<file path="config.mk">
export PLATFORM = sky130hd
export DESIGN_NAME = seg_scan_decoder
export DESIGN_NICKNAME = d
export VERILOG_FILES = /design/src/rtl/seg_scan_decoder.sv
export SDC_FILE = /design/constraint.sdc
export NUM_CORES = 1
export LEC_CHECK = 0
export BUFFER_PORTS_ARGS = -buffer_cell sky130_fd_sc_hd__buf_2
export CAP_MARGIN = 20
export CORE_UTILIZATION = 46
export CTS_BUF_LIST = sky130_fd_sc_hd__clkbuf_8
export CTS_CLUSTER_SIZE = 30
export DETAILED_ROUTE_END_ITERATION = 6
export MAX_ROUTING_LAYER = met4
export SLEW_MARGIN = 5
export SYNTH_ARGS = -nofsm -noshare
export SYNTH_HDL_FRONTEND = slang
export SYNTH_SLANG_ARGS = --single-unit
</file>
<file path="constraint.sdc">
create_clock -name clk -period 9.4 [get_ports clk]
set_input_delay 0.94 -clock clk [delete_from_list [all_inputs] [get_ports clk]]
set_output_delay 0.94 -clock clk [all_outputs]
set_load 0.05 [all_outputs]
</file>
<file path="src/rtl/seg_scan_decoder.sv">
// Decodes a multiplexed, active-low 8-digit 7-segment scan into a 32-bit BCD-style frame.
// Optional macro SEG_DEC_DP_EN adds a dp_out[7:0] port carrying the per-digit decimal points.
module seg_scan_decoder #(
    parameter int unsigned STABLE_CYC  = 4,
    parameter int unsigned TIMEOUT_CYC = 2000000
) (
    input  logic        clk,
    input  logic        rst,
    input  logic [7:0]  seg_en,
    input  logic [7:0]  seg_out,
    input  logic        clr_err,
    output logic [31:0] digits,
    output logic        frame_valid,
    output logic        pat_err,
    output logic        en_err,
    output logic        stale
`ifdef SEG_DEC_DP_EN
    ,
    output logic [7:0]  dp_out
`endif
);

    typedef enum logic [1:0] {WAIT, COUNT, HOLD} state_t;

`ifdef SEG_DEC_DP_EN
    localparam int unsigned SMP_W = 16;
    logic [SMP_W-1:0] smp_in;
    logic [7:0]       dp_shadow;
    assign smp_in = {seg_en, seg_out};
`else
    // Without dp support bit 7 never enters the sample, so dp toggles are invisible.
    localparam int unsigned SMP_W = 15;
    logic [SMP_W-1:0] smp_in;
    logic             unused_dp;
    assign smp_in    = {seg_en, seg_out[6:0]};
    assign unused_dp = seg_out[7];
`endif

    localparam int unsigned TW = $clog2(TIMEOUT_CYC + 1);
    localparam logic [TW-1:0] TO_MAX = TW'(TIMEOUT_CYC);
    localparam logic [8:0]    STABLE_9 = 9'(STABLE_CYC);

    state_t           state;
    logic [SMP_W-1:0] smp_q;
    logic [7:0]       cnt;
    logic [7:0]       mask;
    logic [31:0]      shadow;
    logic [TW-1:0]    tcnt;

    logic [7:0] en_q;
    logic       in_onehot, in_blank, in_chg;
    logic [8:0] cnt_nxt;
    logic       cap_en, en_evt, pat_evt, frame_done;
    logic [2:0] cap_slot;
    logic [3:0] cap_val;
    logic [7:0] mask_nxt;

    function automatic logic [3:0] seg_decode(input logic [6:0] s);
        case (s)
            7'h40:   seg_decode = 4'h0;
            7'h79:   seg_decode = 4'h1;
            7'h24:   seg_decode = 4'h2;
            7'h30:   seg_decode = 4'h3;
            7'h19:   seg_decode = 4'h4;
            7'h12:   seg_decode = 4'h5;
            7'h02:   seg_decode = 4'h6;
            7'h78:   seg_decode = 4'h7;
            7'h00:   seg_decode = 4'h8;
            7'h10:   seg_decode = 4'h9;
            7'h7F:   seg_decode = 4'hE;
            default: seg_decode = 4'hF;
        endcase
    endfunction

    function automatic logic [2:0] slot_of(input logic [7:0] en);
        slot_of = '0;
        for (int unsigned i = 0; i < 8; i++) begin
            if (!en[i]) slot_of = 3'(i);
        end
    endfunction

    assign en_q = smp_q[SMP_W-1 -: 8];

    always_comb begin
        in_onehot  = $onehot(~seg_en);
        in_blank   = (seg_en == 8'hFF);
        in_chg     = (smp_in != smp_q);
        cnt_nxt    = {1'b0, cnt} + 9'd1;
        cap_en     = (state == COUNT) && !in_chg && (cnt_nxt >= STABLE_9);
        // Unchanged input in COUNT/HOLD is always one-hot, so this only fires on real events.
        en_evt     = !in_onehot && !in_blank;
        cap_slot   = slot_of(en_q);
        cap_val    = seg_decode(smp_q[6:0]);
        pat_evt    = cap_en && (cap_val == 4'hF);
        frame_done = (mask == 8'hFF);
        mask_nxt   = frame_done ? '0 : mask;
        if (cap_en) mask_nxt = mask_nxt | (8'b1 << cap_slot);
    end

    always_ff @(posedge clk) begin
        if (rst) begin
            state       <= WAIT;
            smp_q       <= '0;
            cnt         <= '0;
            mask        <= '0;
            shadow      <= '0;
            digits      <= '0;
            frame_valid <= 1'b0;
            pat_err     <= 1'b0;
            en_err      <= 1'b0;
            stale       <= 1'b0;
            tcnt        <= '0;
`ifdef SEG_DEC_DP_EN
            dp_shadow   <= '0;
            dp_out      <= '0;
`endif
        end else begin
            case (state)
                WAIT: begin
                    if (in_onehot) begin
                        state <= COUNT;
                        smp_q <= smp_in;
                        cnt   <= 8'd1;
                    end
                end
                COUNT: begin
                    if (in_chg) begin
                        if (in_onehot) begin
                            smp_q <= smp_in;
                            cnt   <= 8'd1;
                        end else begin
                            state <= WAIT;
                            cnt   <= '0;
                        end
                    end else if (cap_en) begin
                        state <= HOLD;
                    end else begin
                        cnt <= cnt_nxt[7:0];
                    end
                end
                HOLD: begin
                    if (in_chg) begin
                        if (in_onehot) begin
                            state <= COUNT;
                            smp_q <= smp_in;
                            cnt   <= 8'd1;
                        end else begin
                            state <= WAIT;
                            cnt   <= '0;
                        end
                    end
                end
                default: state <= WAIT;
            endcase

            if (cap_en) begin
                shadow[4*cap_slot +: 4] <= cap_val;
`ifdef SEG_DEC_DP_EN
                dp_shadow[cap_slot] <= ~smp_q[7];
`endif
            end
            mask <= mask_nxt;

            frame_valid <= frame_done;
            if (frame_done) begin
                digits <= shadow;
`ifdef SEG_DEC_DP_EN
                dp_out <= dp_shadow;
`endif
            end

            pat_err <= (pat_err && !clr_err) || pat_evt;
            en_err  <= (en_err && !clr_err) || en_evt;

            if (frame_done) begin
                tcnt  <= '0;
                stale <= 1'b0;
            end else if (tcnt != TO_MAX) begin
                tcnt <= tcnt + TW'(1);
                if (tcnt + TW'(1) == TO_MAX) stale <= 1'b1;
            end
        end
    end

endmodule

</file>
# Word-level counts from Yosys, hierarchy flattened
# Index checks and enable logic that the tools add are counted.
# W data, S select, Z words.
word_totals:
  input_bits: 19
  ff_bits: 122
  elab_cells: 101
  output_inout_bits: 36
op_classes:
  eq_ne: 25
  bitwise: 2
  n_reduce_logical: 22
  mux: 27
  magnitude_cmp: 1
  add_sub_neg: 10
  n_shift: 3
ops:
  columns: ["op", "n"]
  rows:
  - ["$mux W8", 6]
  - ["$pmux W4 S11", 1]
  - ["$neg A5 Y34", 1]
  - ["$shift A4 B34 Y32 const A", 1]
  - ["$shiftx A4 B34 Y32", 1]
  - ["$bwmux W32", 1]
  - ["$mux W15", 2]
  - ["$pmux W15 S2", 1]
  - ["$eq A7 B7 Y1 const B", 4]
  - ["$pmux W8 S3", 1]
  - ["$add A21 B1 Y21 const B", 1]
  - ["$eq A21 B21 Y1 const B", 1]
  - ["$eq A7 B5 Y1 const B", 3]
  - ["$ne A21 B21 Y1 const B", 1]
  - ["$mux W3", 6]
  - ["$eq A8 B8 Y1 const B", 2]
  - ["$ne A15 B15 Y1", 1]
  - ["$eq A7 B6 Y1 const B", 2]
  - ["$mux W2", 5]
  - ["$add A8 B1 Y9 const B", 1]
  - ["$ge A9 B3 Y1 const B", 1]
  - ["$ne A3 B3 Y1 const B", 3]
  - ["$add A1 B1 Y2", 4]
  - ["$not A8 Y8", 1]
  - ["other kinds (23)", 39]

# Depth between registers and ports, before layout
# Gate-level depths: netlist of run 1.
logic_depth:
  depth_word: 10
  depth_mapped: 13
  depth_no_buf: 13

# Least setup slack after synthesis of run 1
# OpenSTA, ideal clock, no wires.
synth_path:
  path_kind: "input to register"
  from: "input seg_en[0]"
  to: "register smp_q[10]"
  path_stages: 12
  t_required_ns: 9.272
  setup_ns: 0.128
  path_buffers: 1
  arrival_time_ns: 4.467
  setup_slack_ns: 4.805
  path_cell_list: "fa_1 inv_1 fa_1 fa_1 ha_1 inv_1 fa_1 nand2_1 a2111oi_2 buf_4 mux2i_1 nor2_1"
synth_via:
  elab_chain_cells: 8
  word_cells_on_any_way: 11
  cone_classes: "3 x add/sub; 3 x eq/ne; 3 x mux; 1 x bitwise; 1 x reduce/logical"
synth_rtl:
  columns: ["item", "line_no", "source"]
  rows:
  - ["start: declaration", "9", "input logic [7:0] seg_en,"]
  - ["$not A8 Y8", "85", "in_onehot = $onehot(~seg_en);"]
  - ["$add A1 B1 Y2 (not written as such)", "85", null]
  - ["$add A2 B2 Y3 (not written as such)", "85", null]
  - ["$add A3 B3 Y4 (not written as such)", "85", null]
  - ["$eq A4 B1 Y1", "85", null]
  - ["$mux W15 (2 in series)", null, null]
  - ["$pmux W15 S2", null, null]
  - ["end signal: assignment", "122", "smp_q <= smp_in;"]
  - ["end signal: assignment", "129", "smp_q <= smp_in;"]
  - ["end signal: assignment", "145", "smp_q <= smp_in;"]
  - ["end: declaration", "44", "logic [SMP_W-1:0] smp_q;"]
# Several ways; a longest one is shown, not always the timed one. The select of a mux whose other input is x is not followed.
# A chain may end at the register's enable or synchronous reset.

# Final worst setup path of run 1
layout_path:
  from: "input seg_en[0]"
  to: "register state[0]"
layout_via:
  elab_chain_cells: 8
  word_cells_on_any_way: 18
  cone_classes: "3 x add/sub; 6 x eq/ne; 4 x mux; 1 x bitwise; 4 x reduce/logical"
layout_rtl:
  columns: ["item", "line_no", "source"]
  rows:
  - ["$not A8 Y8", "85", null]
  - ["$add A1 B1 Y2 (not written as such)", "85", null]
  - ["$add A2 B2 Y3 (not written as such)", "85", null]
  - ["$add A3 B3 Y4 (not written as such)", "85", null]
  - ["$eq A4 B1 Y1", "85", null]
  - ["$mux W1", "143", "if (in_onehot) begin"]
  - ["$mux W2", "142", "if (in_chg) begin"]
  - ["$pmux W2 S3", "118", "case (state)"]
  - ["end signal: assignment", "121", "state <= COUNT;"]
  - ["end signal: assignment", "144", "state <= COUNT;"]
  - ["end signal: assignment", "148", "state <= WAIT;"]
  - ["end: declaration", "43", "state_t state;"]
# Several ways; a longest one is shown, not always the timed one. The select of a mux whose other input is x is not followed.

==> impl_results.md, run 1 <==
* Status: finished, final reports clean
* Width of the die at 117 um
* DRT iter0 DRCs at between 200 and 300
* CTS tree: yes
* Post-synth top area share at 0.400
* Non-filler cells, final at slightly above 900
* Crit-path slowest cell: fa_1
* Final wirelength at approximately 13,000 um
* Slew Limit Fails at 0
* Ant. Diodes at 0
* Ys flop type: dfxtp_1
* YS warnings at 0
* Most frequent cell after synthesis: dfxtp_1
* Max transition margin at 0.322
* # setup viols final at 0
* Clock Tree Buf Depth at 2
* Area leader, netlist: dfxtp_1
* CP required at between 9 and 10 ns
* Post-DRT Antenna Nets at 0
* Final min period at between 4 and 5 ns
* Crit path kind: in2reg
* CP max stage delay at roughly 0.53 ns
* Setup TNS at 0 ns
* Worst Hold Slack at 0.450 ns
* Fin crit share at 0.454
* Unique masters post-synth at 66
* Syn_nets at 746
* RSZ-0062 raised after global routing: false
* Post-CTS Hold Fix Bufs at 0
* Die area at 13,700 sq um
* H-tree depth at 4
* Largest net degree at the start of global routing at 90
* Vias in the first global route at about 4,600
* Num CTS Buffers at 17
* CTS resizes at 0
* Worst slack at placement at 4.64 ns
* Placed insts at roughly 900
* Cell Area, Placed at 6460 sq um
* Syn Area/Cell at between 8 and 9 sq um
* Maximum VDD drop at 0.140 mV
* Vias post-DR at around 4,900
* Via/cell ratio at between 5 and 6
* Pleak at 2.49 nW
* Placeable Area at about 13,000 sq um
* Root Buffer: clkbuf_8
* Final HPWL DP at 8930 um
* PwrDens at about 180 nW/um^2
* Area Overhead vs Synth at 11.6%
* Clk sinks at approximately 120
* Layout cells sized above 1 at 0.149
* Final hold vios at 0
* Crit-path most repeated cell: fa_1
* Initial Utilization at 0.478
* Cell Rows at a little over 40
* Worst Path Arrival at roughly 4.6 ns
* Antenna violations before repair at 0
* Post-synth ARST share at 0
* Power Total at approximately 1.2 mW
* Drt wl/cell at ~14 um
* Fmax achieved at between 200 and 250 MHz
* HP Class: reg2reg
* Latest clock arrival within the worst-skew pair at about 0.45 ns
* IO Pins at 55
* Gr usage total at 0.213
* First-pass GRT wire length at about 22,000 um
* CP Cell Sequence: buf_2 -> fa_1 -> inv_1 -> fa_1 -> fa_1 -> ha_1 -> inv_1 -> fa_1 -> nor2b_1 -> a21oi_1 -> nor2_1 -> and3_1 -> nor3b_2 -> mux2_2
* Final Util at 0.533
* Max cap viols at 0
* Flops & latches, synth at roughly 120
* Worst setup EP type: register
* Final net count at roughly 780
* Fin area at between 6000 and 7000 sq um
* Largest fanout on the critical path at 4
* Post-Syn Instances at between 700 and 800
* Cell family with most CP delay: adder cells
* Dominant cells by area after synthesis: dfxtp_1 (40%), mux2i_1 (6.6%), nand2_1 (5.9%)
* Post-CTS setup buffers at 0
* Chip height at ~120 um
* Synth cell count leaders: dfxtp_1 (122), nand2_1 (96), nor2_1 (92)
* Clock skew at around 0.011 ns
* WP buf/inv at 3
* Share of the yosys chip area belonging to registers at 0.400
* Routability cong. at between 0.8 and 0.9
* Drc violations at 0
* DR pass1 iterations at 4
* GRT overflow at 0
* Reg clk slew, reported paths at around 0.070 ns
* Worst slew pin tran at around 1.0 ns
* Worst setup margin at 5.14 ns
* IO Port Bufs at 53
* Startpoint types: input port
* Mapped Area at 6110 sq um
* Number of synthesized flops with an enable pin at 0
cell families after synthesis:
kind of cell,share of synthesized area
multiplexers,0.0696
AO/OA/AOI/OAI,0.144
buffers and inverters,0.0475
AND/OR/NAND/NOR,0.231
XOR/XNOR,0.0559
flip-flops,0.400
adder cells (fa/ha/maj),0.0520
cell type report:
cell class / instances / area [sq um]
Timing Repair Buffer: 58 / 303
Clock buffer: 22 / 303
Multi-Input combinational cell: 513 / 3390
Inverter: 29 / 109
Fill cell: 1234 / 5960
Tap cell: 172 / 215
Sequential cell: 122 / 2440
Clock inverter: 10 / 51.3
worst paths after layout:
path,start,end,slack [ns],cells past startpoint
worst max-delay path,seg_en[0],state[0]$_SDFFE_PP0P_,5.14,14
worst min-delay path,digits[28]$_SDFFE_PP0P_,digits[28]$_SDFFE_PP0P_,0.45,2
worst max register to register,smp_q[8]$_SDFFE_PP0P_,shadow[0]$_SDFFE_PP0P_,5.78,10
worst min register to register,digits[28]$_SDFFE_PP0P_,digits[28]$_SDFFE_PP0P_,0.45,2
layer usage:
layer  GRT usage  vias to the layer above  routed length, um
met5           -                        -                  0
met4      0.0802                        0                199
met3      0.0536                       16                415
met2       0.338                       69               6130
met1       0.261                     2312               6170
li1            -                     2507                  -
cell usage in the layout (no fill, tap or decap), types with 18 or more instances in the layout:
master,synthesis,routed
dfxtp_1,122,122
nand2_1,96,96
nor2_1,92,91
buf_2,4,53
a21oi_1,43,43
mux2i_1,40,40
inv_1,29,32
xnor2_1,29,29
nand3_1,23,23
clkbuf_8,0,22
ha_1,19,19
nand4_1,18,18
registers in the layout, summed over array words and instances (netlist names):
signal,cells
state,2
tcnt,21
stale,1
pat_err,1
smp_q,15
shadow,32
en_err,1
cnt,8
mask,8
frame_valid,1
digits,32
worst min-delay path, cell delays in order, from the launching register on:
cell,delay [ns]
dfxtp_1,0.31
nand2_1,0.05
a21oi_1,0.05
report_power, final:
part | leakage, nW | switching, mW | internal, mW | total [mW]
clock | 0.194 | 0.202 | 0.212 | 0.413
combinational | 1.31 | 0.153 | 0.0902 | 0.243
sequential | 0.985 | 0.0317 | 0.534 | 0.565
(Power assumes the default switching activity.)
==> run 2, diff against run 1 <==
- clock period: 9.4 -> 4.4 ns (I/O delays scaled with it)
==> impl_results.md, run 2 (synthesis gave the netlist of run 1 again) <==
* Max cap viols at 0 (unchanged)
* DRT iter0 DRCs at 293 (+10%)
* Num CTS Buffers at 17 (unchanged)
* Drc violations at 0 (unchanged)
* CP max stage delay at 0.53 ns (about the same)
* Sw power at 0.862 mW (+120%)
* Placeable Area at 12,800 sq um (unchanged)
* Latest clock arrival within the worst-skew pair at 0.44 ns (about the same)
* Largest fanout on the critical path at 4 (unchanged)
* Max transition margin at 0.294 (-0.0282)
* Via/cell ratio at 5.36 (+1.2%)
* Largest net degree at the start of global routing at 89 (-1.1%)
* RSZ-0062 raised after global routing: false
* IO Port Bufs at 53 (unchanged)
* # fillers at 1,208 (-2.1%)
* Initial Utilization at 0.478 (unchanged)
* Met2 usage at 0.340 (+0.00157)
* Switching power share of the total at 0.304 (-0.0116)
* Non-filler cells, final at 926 (unchanged)
* Die area at 13,700 sq um (unchanged)
* Commonest cells after routing, fill and taps aside: dfxtp_1 (122), nand2_1 (96), nor2_1 (91), buf_2 (53), a21oi_1 (43)
* Flop pwr share at 0.426 (-0.037)
* Clock skew at 0.00737 ns (-0.00395 ns)
* Post-DRT Antenna Nets at 0 (unchanged)
* Most common cell after layout, fill and taps aside: dfxtp_1
* Setup TNS at 0 ns (unchanged)
* HP Class: in2reg
* Final HPWL DP at 8950 um (+0.20%)
* Clk pwr share at 0.392 (+0.054)
* Worst Path Arrival at 4.11 ns (-0.50 ns)
* Vias post-DR at 4,962 (+1.2%)
* Startpoint types: input port
* Vias in the first global route at 4,613 (+1.0%)
* CTS resizes at 0 (unchanged)
* Clk sinks at 122 (unchanged)
* First-pass GRT wire length at 21,700 um (-0.76%)
* Placed insts at 894 (unchanged)
* Post-CTS setup buffers at 0 (unchanged)
* Width of the die at 117 um (unchanged)
* Pleak at 2.52 nW (+1.3%)
* GRT overflow at 0 (unchanged)
* GRT met3 Usage at 0.0484 (-0.00515)
* Top Usage Layer GRT: met2
* Internal power at 1.97 mW (+140%)
* H-tree depth at 4 (unchanged)
* Root Buffer: clkbuf_8
* Status: finished, final reports clean
* Gate power share at 0.182 (-0.017)
* Reg clk slew, reported paths at 0.07 ns (about the same)
* Maximum VDD drop at 0.336 mV (+140%)
* Worst Hold Slack at 0.261 ns (-0.188 ns)
* Area Overhead vs Synth at 13.0%
* Antenna violations before repair at 0 (unchanged)
* DR pass1 iterations at 4 (unchanged)
* CP Cell Sequence: buf_2 -> fa_1 -> inv_1 -> fa_1 -> fa_1 -> ha_1 -> inv_1 -> fa_1 -> nor2b_1 -> a21oi_1 -> nor2_1 -> and3_1 -> nor3b_2 -> mux2_2
* Final hold vios at 0 (unchanged)
* Final min period at around 3.8 ns
* Fin crit share at 0.861
* Layout cells sized above 1 at 0.151 (+0.00265)
* Fmax achieved at around 260 MHz
* Cell Rows at 41 (unchanged)
* IO Pins at 55 (unchanged)
* Routability cong. at 0.827 (-1.4%)
* CTS tree: yes
* Drt wl/cell at 13.9 um (about the same)
* WP buf/inv at 3 (unchanged)
* Crit-path slowest cell: fa_1
* Crit path kind: in2reg
* CP required at 4.72 ns (-5.02 ns)
* Clock Tree Buf Depth at 2 (unchanged)
* Final net count at 783 (unchanged)
* Worst setup EP type: register
* Post-CTS Hold Fix Bufs at 0 (unchanged)
* # setup viols final at 0 (unchanged)
* Ant. Diodes at 0 (unchanged)
* Slew Limit Fails at 0 (unchanged)
* Gr usage total at 0.211 (-0.00251)
* Cell family with most CP delay: adder cells
* Crit-path most repeated cell: fa_1
* Top flop regs: digits (32), shadow (32), tcnt (21)
* Chip height at 117 um (unchanged)
* GR Util met1 at 0.256 (-0.00490)
* PwrDens at 410 nW/um^2 (+130%)
* Final wirelength at 12,900 um (about the same)
* Worst slew pin tran at 1.06 ns (+0.0401 ns)
==> run 2: cell count changes in the layout (fill, tap and decap cells not counted), sizes merged <==
cell / previous run / this run
bufinv: 0 / 4
clkbuf: 22 / 18
inv: 32 / 34
clkinv: 5 / 4
clkinvlp: 2 / 1
==> run 2: routing by layer <==
layer,vias up,routed length [um]
li1,2505,-
met1,2357,6110
met2,81,6130
met3,19,459
met4,0,216
met5,-,0
==> run 2: power groups by stage <==
stage	combinational, mW	sequential (mW)	clock, mW
finish	0.514	1.21	1.11
global route	0.572	1.21	1.19
CTS	0.521	1.21	1.13
detailed placement	0.519	1.23	0
global placement	0.503	1.23	0
floorplan	0.399	1.20	0
==> run 2: layout make-up <==
cell class              count  area (sq um)  share of cell area
repair buffers             58           303              0.0439
inverters                  29           109              0.0158
multi-input cells         513          3390               0.491
clock buffers              18           248              0.0359
well taps                 172           215              0.0312
clock inverters            14           194              0.0281
flip-flops and latches    122          2440               0.354
==> run 2: through the flow <==
step | power, mW | util | setup slack (ns) | cell area, sq um
final | 2.83 | 0.540 | 0.611 | 6900
after global placement | 1.73 | 0.506 | 0.268 | 6460
after detailed placement | 1.75 | 0.506 | 0.149 | 6460
after floorplan | 1.60 | - | 0.305 | 6110
after global routing | 2.98 | 0.540 | 0.433 | 6900
after CTS | 2.86 | 0.540 | 0.636 | 6900
==> run 2: final timing paths <==
path	slack [ns]	start	cells after the start	endpoint
max	0.61	seg_en[0]	14	state[0]$_SDFFE_PP0P_
min	0.26	seg_out[3]	3	smp_q[3]$_SDFFE_PP0P_
max reg2reg	0.82	smp_q[8]$_SDFFE_PP0P_	10	shadow[1]$_SDFFE_PP0P_
min reg2reg	0.45	digits[0]$_SDFFE_PP0P_	2	digits[0]$_SDFFE_PP0P_
==> run 2: worst reg2reg max path, stage by stage, from the launching register on <==
cell and delay, ns:
dfxtp_1 0.39, nand2b_1 0.15, a21oi_1 0.10, nor2_1 0.72, ha_1 0.32, ha_1 0.29
or2_2 0.33, or3_1 0.39, a2111o_1 0.50, mux2i_1 0.20, nor2_1 0.06
